[src/rtl/dsp_ram_arbiter.sv]
// dsp_ram_arbiter: shares data RAM port A between DSP core (priority) and host (bounded wait).
// Optional zero-fill sweep engine, built only when DSP_RAM_CLEAR_EN is defined.
module dsp_ram_arbiter #(
  parameter int AW            = 11,
  parameter int DW            = 16,
  parameter int HOST_WAIT_MAX = 4
) (
  input  logic          clk,
  input  logic          resetn,
  input  logic          core_req,
  input  logic          core_we,
  input  logic [AW-1:0] core_addr,
  input  logic [DW-1:0] core_wdata,
  output logic          core_gnt,
  output logic          core_rvalid,
  output logic [DW-1:0] core_rdata,
  input  logic          host_req,
  input  logic          host_we,
  input  logic [AW-1:0] host_addr,
  input  logic [DW-1:0] host_wdata,
  output logic          host_gnt,
  output logic          host_rvalid,
  output logic [DW-1:0] host_rdata,
  input  logic          clr_start,
  output logic          clr_busy,
  output logic          clr_done,
  output logic          ram_ce,
  output logic          ram_we,
  output logic [AW-1:0] ram_ad,
  output logic [DW-1:0] ram_din,
  input  logic [DW-1:0] ram_dout
);

  typedef enum logic [0:0] {RUN = 1'b0, CLEAR = 1'b1} state_e;

  localparam logic [3:0]    WAIT_MAX = 4'(HOST_WAIT_MAX);
  localparam logic [AW-1:0] LAST_AD  = {AW{1'b1}};
`ifdef DSP_RAM_CLEAR_EN
  localparam state_e RESET_STATE = CLEAR;
`else
  localparam state_e RESET_STATE = RUN;
`endif

  state_e        state_q, state_d;
  logic [3:0]    wait_cnt_q, wait_cnt_d;
  logic          core_rvalid_q, host_rvalid_q;
  logic          core_win_s, host_win_s;
  logic [AW-1:0] sweep_s;
  logic          clr_done_s;

  // Arbitration: host only overrides a requesting core once it has waited WAIT_MAX cycles.
  always_comb begin
    core_win_s = 1'b0;
    host_win_s = 1'b0;
    if (resetn && (state_q == RUN)) begin
      if (host_req && (!core_req || (wait_cnt_q == WAIT_MAX))) begin
        host_win_s = 1'b1;
      end else if (core_req) begin
        core_win_s = 1'b1;
      end else begin
        core_win_s = 1'b0;
      end
    end else begin
      host_win_s = 1'b0;
    end
  end

  // RAM port A mux: sweep, host winner, core winner, or idle.
  always_comb begin
    ram_ce  = 1'b0;
    ram_we  = 1'b0;
    ram_ad  = {AW{1'b0}};
    ram_din = {DW{1'b0}};
    if (!resetn) begin
      ram_ce = 1'b0;
    end else if (state_q == CLEAR) begin
      ram_ce = 1'b1;
      ram_we = 1'b1;
      ram_ad = sweep_s;
    end else if (host_win_s) begin
      ram_ce  = 1'b1;
      ram_we  = host_we;
      ram_ad  = host_addr;
      ram_din = host_wdata;
    end else if (core_win_s) begin
      ram_ce  = 1'b1;
      ram_we  = core_we;
      ram_ad  = core_addr;
      ram_din = core_wdata;
    end else begin
      ram_ce = 1'b0;
    end
  end

  // Next-state and host wait counter.
  always_comb begin
    state_d    = state_q;
    wait_cnt_d = wait_cnt_q;
    case (state_q)
`ifdef DSP_RAM_CLEAR_EN
      RUN:     state_d = clr_start ? CLEAR : RUN;
      CLEAR:   state_d = (sweep_s == LAST_AD) ? RUN : CLEAR;
`else
      RUN:     state_d = RUN;
      CLEAR:   state_d = RUN;
`endif
      default: state_d = RUN;
    endcase
    if (!host_req || host_win_s) begin
      wait_cnt_d = 4'd0;
    end else if (wait_cnt_q < WAIT_MAX) begin
      wait_cnt_d = wait_cnt_q + 4'd1;
    end else begin
      wait_cnt_d = wait_cnt_q;
    end
  end

  // State, wait counter and read-return flags.
  always_ff @(posedge clk or negedge resetn) begin
    if (!resetn) begin
      state_q       <= RESET_STATE;
      wait_cnt_q    <= 4'd0;
      core_rvalid_q <= 1'b0;
      host_rvalid_q <= 1'b0;
    end else begin
      state_q       <= state_d;
      wait_cnt_q    <= wait_cnt_d;
      core_rvalid_q <= core_win_s && !core_we;
      host_rvalid_q <= host_win_s && !host_we;
    end
  end

`ifdef DSP_RAM_CLEAR_EN
  logic [AW-1:0] sweep_q, sweep_d;
  logic          clr_done_q, clr_done_d;

  // Sweep address advances only while clearing and rests at zero otherwise.
  always_comb begin
    sweep_d    = {AW{1'b0}};
    clr_done_d = 1'b0;
    if (state_q == CLEAR) begin
      sweep_d    = sweep_q + {{(AW-1){1'b0}}, 1'b1};
      clr_done_d = (sweep_q == LAST_AD);
    end else begin
      sweep_d = {AW{1'b0}};
    end
  end

  // Sweep counter and completion pulse.
  always_ff @(posedge clk or negedge resetn) begin
    if (!resetn) begin
      sweep_q    <= {AW{1'b0}};
      clr_done_q <= 1'b0;
    end else begin
      sweep_q    <= sweep_d;
      clr_done_q <= clr_done_d;
    end
  end

  assign sweep_s    = sweep_q;
  assign clr_done_s = clr_done_q;
  assign clr_busy   = resetn && (state_q == CLEAR);
`else
  logic unused_clr_s;
  assign unused_clr_s = &{1'b0, clr_start};
  assign sweep_s      = {AW{1'b0}};
  assign clr_done_s   = 1'b0;
  assign clr_busy     = 1'b0;
`endif

  assign clr_done    = clr_done_s;
  assign core_gnt    = core_win_s;
  assign host_gnt    = host_win_s;
  assign core_rvalid = core_rvalid_q;
  assign host_rvalid = host_rvalid_q;
  assign core_rdata  = ram_dout;
  assign host_rdata  = ram_dout;

endmodule

[config.mk]
export PLATFORM = sky130hd
export DESIGN_NAME = dsp_ram_arbiter
export DESIGN_NICKNAME = d
export VERILOG_FILES = /design/src/rtl/dsp_ram_arbiter.sv
export SDC_FILE = /design/constraint.sdc
export NUM_CORES = 1
export LEC_CHECK = 0
export CORE_AREA = 2 2 55 57
export DETAILED_ROUTE_END_ITERATION = 6
export DIE_AREA = 0 0 57 59
export DONT_BUFFER_PORTS = 1
export GPL_TIMING_DRIVEN = 0
export PLACE_DENSITY = 0.52
export SLEW_MARGIN = 20
export SYNTH_ARGS = -nofsm -noshare
export SYNTH_HDL_FRONTEND = slang
export SYNTH_SLANG_ARGS = --single-unit
[constraint.sdc]
create_clock -name clk -period 2 [get_ports clk]
set_input_delay 0.2 -clock clk [delete_from_list [all_inputs] [get_ports clk]]
set_output_delay 0.2 -clock clk [all_outputs]
set_load 0.01 [all_outputs]
Word-level counts from Yosys, hierarchy flattened
Cells that the tools add are included.
Word-level totals
  memory bits (read-only): 0
  latch bits: 0
  bits in registers: 6
  memories: 0
  bits in writable memories: 0
  word-level logic and storage cells: 35
Cells by class
  muxes and demuxes: 19
  add/subtract/negate cells: 1
  magnitude comparators: 1
  bitwise gates (word level): 0
  equal/unequal tests: 1
  shift operators: 0
  multipliers: 0
  reduce and logical (&&, ||, !) cells: 10
  divide/modulo/power cells: 0
Operator list (number)
  16-bit two-way mux: 3
  11-bit two-way mux: 3
  1-bit two-way mux: 11
  4-bit two-way mux: 2
  4-bit by 1-bit adder with 4-bit output, second input constant: 1
  4-bit by 3-bit equality test with 1-bit output, second input constant: 1
  1-bit zero test: 4
  4-bit by 3-bit less-than comparator with 1-bit output, second input constant: 1
  1-bit logical AND: 3
  1-bit logical OR: 2
  2-bit nonzero test: 1

Logic depth before layout (Yosys ltp)
Gate-level depths: netlist of run 1.
  word-level depth: 8
  mapped depth: 6
  mapped depth without buffers: 5

Least setup slack after synthesis of run 1
No wires, ideal clock.
  path type: reg2out
  start point: reg wait_cnt_q[0]
  end point: out ram_ad[0]
  stages on the path, launching flop included: 7
  path slack: 487 ps
  data required time: 1800 ps
  arrival: 1313 ps
  cells stage by stage: dfrtp_1 > inv_1 > ha_1 > nand3b_4 > o211a_4 > buf_6 > a22o_1
Between the ends
  longest elaborated chain between the ends: 8
  elaborated cells between the ends (all ways): 10
  those cells by class: eq/ne (1); mux (7); reduce/logical (2)
Ends and longest elaborated chain
  start: declaration: RTL line 45  | logic [3:0] wait_cnt_q, wait_cnt_d;
  start signal: assignment: RTL line 127  | wait_cnt_q <= wait_cnt_d;
  4-bit by 3-bit equality test with 1-bit output: RTL line 56  | if (host_req && (!core_req || (wait_cnt_q == WAIT_MAX))) begin
  1-bit logical OR: RTL line 56
  1-bit logical AND: RTL line 56
  1-bit two-way mux: RTL line 56
  1-bit two-way mux: RTL line 55  | if (resetn && (state_q == RUN)) begin
  via core_gnt: RTL line 14  | output logic core_gnt,
  11-bit two-way mux: RTL line 85  | end else if (core_win_s) begin
  11-bit two-way mux: RTL line 80  | end else if (host_win_s) begin
  11-bit two-way mux: RTL line 74  | if (!resetn) begin
  end: declaration: RTL line 29  | output logic [AW-1:0] ram_ad,
The timed path passes the listed nets, and every way through them passes these cells.

Final worst setup path of run 1
  start point: reg wait_cnt_q[0]
  end point: out ram_ad[0]
Between the ends
  elaborated cells between the ends (all ways): 10
  those cells by class: eq/ne (1); mux (7); reduce/logical (2)
RTL lines
  4-bit by 3-bit equality test with 1-bit output: RTL line 56
  1-bit logical OR: RTL line 56
  1-bit logical AND: RTL line 56
  1-bit two-way mux: RTL line 56
  1-bit two-way mux: RTL line 55
  via host_gnt: RTL line 21  | output logic host_gnt,
  11-bit two-way mux: RTL line 80
  11-bit two-way mux: RTL line 74
The timed path passes the listed nets, and every way through them passes these cells.

==> impl_metrics.py, run 1 <==
metrics = {
    "timing": {
        "hold_ws_ns": 0.0122,
        "hold_viol": 0,
        "clock_skew_ns": 0.00153,
        "slew_viol_final": 0,
        "setup_slack_ns": 0.110,
        "rsz0062_at_grt": "no",
        "period_share_pct": 94.5,
        "setup-violations-final": 0,
        "fin_crit_ns": 1.89,
        "setup_tns_ns": 0,
        "fmaxAchievable_mhz": 529,
    },
    "synthesis": {
        "synth_area_leader_cell": "buf_4",
        "synthDistinctLibCells": 19,
        "synth_area_per_cell_sq_um": 9.18,
        "synthFlopType": "dfrtp_1",
        "synth_cells": 97,
        "synth_area_sq_um": 891,
        "synthArstFlopShare_pct": 100,
        "yosysSeqAreaShare_pct": 16.9,
        "synth_common_cells": "buf_4, a22o_1, buf_6, dfrtp_1, inv_1",
        "ys_seq_elements": 6,
        "synth_edf_count": 0,
        "synth_top_area_share_pct": 28.7,
        "yosys-top-cells-area": "buf_4, a22o_1, dfrtp_1",
        "yosys_warnings": 0,
        "yosysMostFrequentCell": "buf_4",
    },
    "setup_path": {
        "critPathLaunch": "wait_cnt_q[0]$_DFFE_PN0P_",
        "critPathKind": "flip-flop to output pin",
        "slowest_stage": "dfrtp_1",
        "path_max_fanout": 10,
        "reg2reg_setup_slack_ns": 0.56,
        "cp-end-kind": "output pin",
        "worst_path_dominant_cell_family": "compound AO/OA/AOI/OAI gates",
        "path_depth": 6,
        "cp.arrival_ns": 1.69,
        "worstRegToRegCells": 6,
        "crit_required_ns": 1.80,
        "crit_end": "ram_ad[0]",
        "cp_cell_sequence": "inv_1, ha_1, nand3b_4, a21oi_4, buf_6, a22o_1",
        "r2r_start": "wait_cnt_q[0]$_DFFE_PN0P_",
        "cpPeakStageDelay_ns": 0.39,
        "reg2reg_to": "host_rvalid$_DFF_PN0_",
        "timing.critical_path.buf_inv": 2,
        "start_kind": "flip-flop",
    },
    "global_route": {
        "grt_pass1_vias": 675,
        "grt_antenna_before_repair": 0,
        "grt_max_degree": 11,
        "grt_use_total_pct": 13.8,
        "grt_overflow": 0,
        "grt_pass1_wl_um": 3540,
    },
    "flow_run": {
        "maxCapViolCount": 0,
    },
    "layout": {
        "final_nets": 183,
        "num-fill-cells": 278,
        "diodes": 0,
        "syn_to_final_growth_pct": 8.43,
        "layout-drive-gt1-share_pct": 45.1,
        "final_cells": 133,
    },
    "drt": {
        "drt-initial-drc-count": 10,
        "post_drt_wl_per_cell_um": 20.1,
        "drc": 0,
        "first_pass_iters": 3,
        "vias": 699,
        "via_per_inst": 5.26,
        "drtAntennaViolNets": 0,
        "wl_um": 2670,
    },
    "clock_tree": {
        "cts_setup_buffers": 0,
        "cts_max_level": 1,
        "root_buffer": "clkbuf_4",
        "cts.sinks": 6,
        "tritoncts": "yes",
        "clk_path_buf_depth": 2,
        "clock_latency_ns": 0.25,
        "clk_pin_slew_ns": 0.05,
        "cts_buffers": 3,
    },
    "hold_path": {
        "min_path_type": "input pin to flip-flop",
    },
    "floorplan": {
        "die_y_um": 59,
        "die_w_um": 57,
        "initial_core_util_pct": 32.9,
        "dieArea_sq_um": 3360,
        "rows": 19,
        "fp.coreArea_sq_um": 2710,
        "pin_count": 144,
    },
    "power": {
        "pwr-share-comb_pct": 45.5,
        "p_total_mw": 0.460,
        "leakagePower_nw": 0.499,
        "powerDensity_nw_per_um2": 476,
        "p_sw_mw": 0.161,
        "p_clk_share_pct": 24.8,
        "sw_frac_of_total_pct": 35.0,
        "ir_drop_mv": 0.453,
        "p_int_mw": 0.299,
        "seq_power_share_pct": 29.7,
    },
    "status": {
        "status": "finished clean",
    },
    "placed_design": {
        "dp_hpwl_um": 2400,
        "dpl.cell_count": 129,
        "io_buffers": 0,
        "gp_congestion": 0.695,
        "place_ws_ns": 0.332,
    },
}
-- how the worst min path moves through the flow --
stage / from / endpoint / slack, ns / depth (start not counted)
after global routing: core_we / core_rvalid$_DFF_PN0_ / 0.009 / 1
final: core_we / core_rvalid$_DFF_PN0_ / 0.01 / 1
after global placement: resetn / core_rvalid$_DFF_PN0_ / -0.1 / 0
after CTS: core_we / core_rvalid$_DFF_PN0_ / 0.009 / 1
after detailed placement: resetn / host_rvalid$_DFF_PN0_ / -0.1 / 0
after floorplan: resetn / core_rvalid$_DFF_PN0_ / -0.1 / 0
-- cell families after synthesis --
kind of cell    share of synthesized area (%)
xor+xnor                                0.983
compound gates                           32.7
flops                                    16.9
buf+inv                                  37.9
simple gates                             7.16
mux                                      1.12
other cells                             0.421
fa+ha+maj                                2.81
-- registers in the layout, summed over array words and instances, names as in the netlist --
register and count:
core_rvalid 1, host_rvalid 1, wait_cnt_q 4
-- power groups by stage --
stage | clock, mW | combinational, mW | sequential (mW)
2_1_floorplan | 0 | 0.183 | 0.137
3_3_place_gp | 0 | 0.206 | 0.138
3_5_place_dp | 0 | 0.209 | 0.138
4_1_cts | 0.120 | 0.214 | 0.137
5_1_grt | 0.126 | 0.225 | 0.138
6_report | 0.114 | 0.209 | 0.137
-- metrics by stage --
stage / cell area [sq um] / utilization, %
finish: 966 / 35.6
global route: 966 / 35.6
CTS: 966 / 35.6
detailed placement: 933 / 34.4
global placement: 933 / 34.4
floorplan: 895 / -
-- placed cells by master, fill, tap and decap left out, types with 2 or more instances in the layout --
cell and count:
inv_1 4, nand2_1 2, buf_6 6, buf_4 34, conb_1 2, ha_1 2
clkbuf_4 3, nor3_1 3, nor2_1 2, a22o_1 28, dfrtp_1 6
-- final cells by class --
class                   count  area [sq um]  share of cell area (%)
multi-input cells          48           407                    42.1
plain buffers              40           323                    33.4
flip-flops and latches      6           150                    15.5
well taps                  31          38.8                    4.02
clock buffers               3          22.5                    2.33
inverters                   4          15.0                    1.55
repair buffers              1          10.0                    1.04
-- what timing repair did --
| action | in CTS | in global routing |
|---|---|---|
| hold buffers | 1 | 0 |
| resized for setup | 0 | 0 |
| endpoints found under the hold margin | 6 | 0 |
-- layer usage --
metal  track usage (%)  part of all wire [%]  vias up
li1                  -                     -      324
met1              15.9                    32      317
met2              26.3                    59       56
met3              3.28                   8.5        2
met4              1.99                  0.52        0
met5                 0                     0        -
No activity file was read; power rests on OpenSTA's default activity.
==> run 2, diff against run 1 <==
- GPL_TIMING_DRIVEN: 0 -> default
- clock period: 2 -> 1.8 ns (I/O delays scaled with it)
==> run 2 against run 1 <==
  * The run now ends with negative setup slack left
  * Clock power rose by 4%
  * Design area fell by 3.6%
  * Clock-buffer cell count did not move
  * Worst setup slack got worse by 0.19 ns
  * Sequential power rose by 10%
  * Sequential share of layout area rose by 0.58 points
  * Die area did not move
  * Critical path depth rose by 1
  * Sequential cell count did not move
  * Register-to-register slack got worse by 0.35 ns
  * Wire length rose by 9.3%
  * Worst hold slack improved by 0.0024 ns
  * Critical endpoint is now ram_din[8]
  * Largest power group unchanged
==> impl_metrics.py, run 2 (synthesis results as in run 1) <==
metrics = {
    "placed_design": {
        "placed_area_sq_um": 631,
        "dpl.cell_count": 90,
        "gp_congestion": 0.714,
        "dp_hpwl_um": 1800,
        "io_buffers": 0,
    },
    "layout": {
        "final_nets": 157,
        "design_area_sq_um": 931,
        "largest_register_ffs": 4,
        "syn_to_final_growth_pct": 4.49,
        "diodes": 0,
        "final_cells": 107,
        "layout-drive-gt1-share_pct": 46.1,
        "layout_common_cells": "a22o_1, a22o_4, buf_4, dfrtp_1",
        "mostFrequentLayoutCell": "a22o_1",
        "regMostFlops": "wait_cnt_q",
    },
    "setup_path": {
        "reg2reg_to": "host_rvalid$_DFF_PN0_",
        "crit_required_ns": 1.62,
        "crit_end": "ram_din[8]",
        "worstRegToRegCells": 8,
        "cpPeakStageDelay_ns": 0.39,
        "critPathKind": "flip-flop to output pin",
        "r2r_start": "wait_cnt_q[1]$_DFFE_PN0P_",
        "start_kind": "flip-flop",
        "cp.arrival_ns": 1.70,
        "cp_cell_sequence": "inv_2, ha_4, nand3b_4, a21oi_4, buf_16, buf_4, a22o_1",
        "cp-end-kind": "output pin",
        "slowest_stage": "dfrtp_1",
        "reg2reg_setup_slack_ns": 0.21,
        "critPathLaunch": "wait_cnt_q[1]$_DFFE_PN0P_",
        "path_max_fanout": 4,
    },
    "status": {
        "status": "complete, but fails checks",
        "violations": "negative setup slack",
    },
    "clock_tree": {
        "clk_pin_slew_ns": 0.04,
        "root_buffer": "clkbuf_4",
        "cts_buffers": 3,
        "cts_max_level": 1,
        "tritoncts": "yes",
        "clock_latency_ns": 0.24,
        "cts.sinks": 6,
        "clk_path_buf_depth": 2,
    },
    "drt": {
        "drtAntennaViolNets": 0,
        "drc": 0,
        "vias": 671,
        "via_per_inst": 6.27,
        "wl_um": 2920,
        "first_pass_iters": 4,
        "post_drt_wl_per_cell_um": 27.3,
        "drt-initial-drc-count": 31,
    },
    "floorplan": {
        "initial_core_util_pct": 32.9,
        "fp.coreArea_sq_um": 2710,
        "rows": 19,
        "die_y_um": 59,
        "die_w_um": 57,
        "dieArea_sq_um": 3360,
        "pin_count": 144,
    },
    "power": {
        "p_total_mw": 0.488,
        "ir_drop_mv": 0.389,
        "leakagePower_nw": 0.438,
        "powerDensity_nw_per_um2": 524,
    },
    "timing": {
        "hold_viol": 0,
        "fmaxAchievable_mhz": 532,
        "setup-violations-final": 23,
        "slew_viol_final": 0,
        "period_share_pct": 104,
        "fin_crit_ns": 1.88,
        "setup_slack_ns": -0.0789,
        "rsz0062_at_grt": "yes",
        "clock_skew_ns": 0.00238,
    },
    "global_route": {
        "grt_use_total_pct": 13.0,
        "grt_pass1_wl_um": 3220,
        "grt_antenna_before_repair": 0,
        "grt_max_degree": 31,
        "grt_overflow": 0,
        "grt_pass1_vias": 603,
    },
    "hold_path": {
        "min_path_type": "input pin to flip-flop",
    },
    "flow_run": {
        "maxCapViolCount": 0,
    },
}
-- run 2: cell count changes in the layout (fill, tap and decap cells not counted), sizes merged --
| cell | change |
|---|---|
| buf | -30 |
| o211a | +4 |
-- run 2: worst max-delay path: cells and delay by family, from the launching register on --
kind            cells  cell delay [ns]
buf+inv             3             0.34
fa+ha+maj           1             0.14
compound gates      2             0.50
flops               1             0.39
simple gates        1             0.09
-- run 2: what timing repair did --
action / 4_1_cts / 5_1_grt
hold buffers: 1 / 0
resized for setup: 8 / 14
pin swaps: 2 / 6
setup buffers: 7 / 1
setup endpoints to repair: 28 / 28
gates cloned: 1 / 4
hold endpoints to repair: 6 / 0
-- run 2: area by class of cell --
class                   count  area (sq um)
fillers                   285          1780
multi-input cells          52           579
flip-flops and latches      6           150
repair buffers             11           125
well taps                  31          38.8
clock buffers               3          22.5
inverters                   4          15.0
-- run 2: worst min-delay path by stage --
stage	from	endpoint	depth (start not counted)
CTS	core_we	core_rvalid$_DFF_PN0_	1
finish	core_we	core_rvalid$_DFF_PN0_	1
floorplan	resetn	core_rvalid$_DFF_PN0_	0
detailed placement	resetn	wait_cnt_q[3]$_DFFE_PN0P_	0
global placement	resetn	wait_cnt_q[3]$_DFFE_PN0P_	0
global route	core_we	core_rvalid$_DFF_PN0_	1
-- run 2: metrics by stage --
stage | hold WS (ns) | util (%) | worst slack, ns | setup TNS (ns)
2_1_floorplan | -0.116 | - | 0.307 | 0
3_5_place_dp | -0.115 | 23.3 | 0.151 | 0
6_report | 0.0146 | 34.3 | -0.0789 | -1.01
3_3_place_gp | -0.115 | 23.3 | 0.172 | 0
4_1_cts | 0.00883 | 28.2 | -0.102 | -2.17
5_1_grt | 0.00578 | 34.3 | -0.179 | -3.44
-- run 2: power breakdown --
part | switching, mW | leakage [nW] | internal, mW
clock | 0.0428 | 0.0138 | 0.0750
combinational | 0.109 | 0.343 | 0.110
sequential | 0.00714 | 0.0810 | 0.144
-- run 2: per-layer routing --
layer / vias up / wire length, um / GRT usage [%]
met2: 62 / 1570 / 24.6
li1: 284 / - / -
met5: - / 0 / 0
met1: 325 / 1130 / 14.9
met4: 0 / 0 / 0.664
met3: 0 / 221 / 4.37
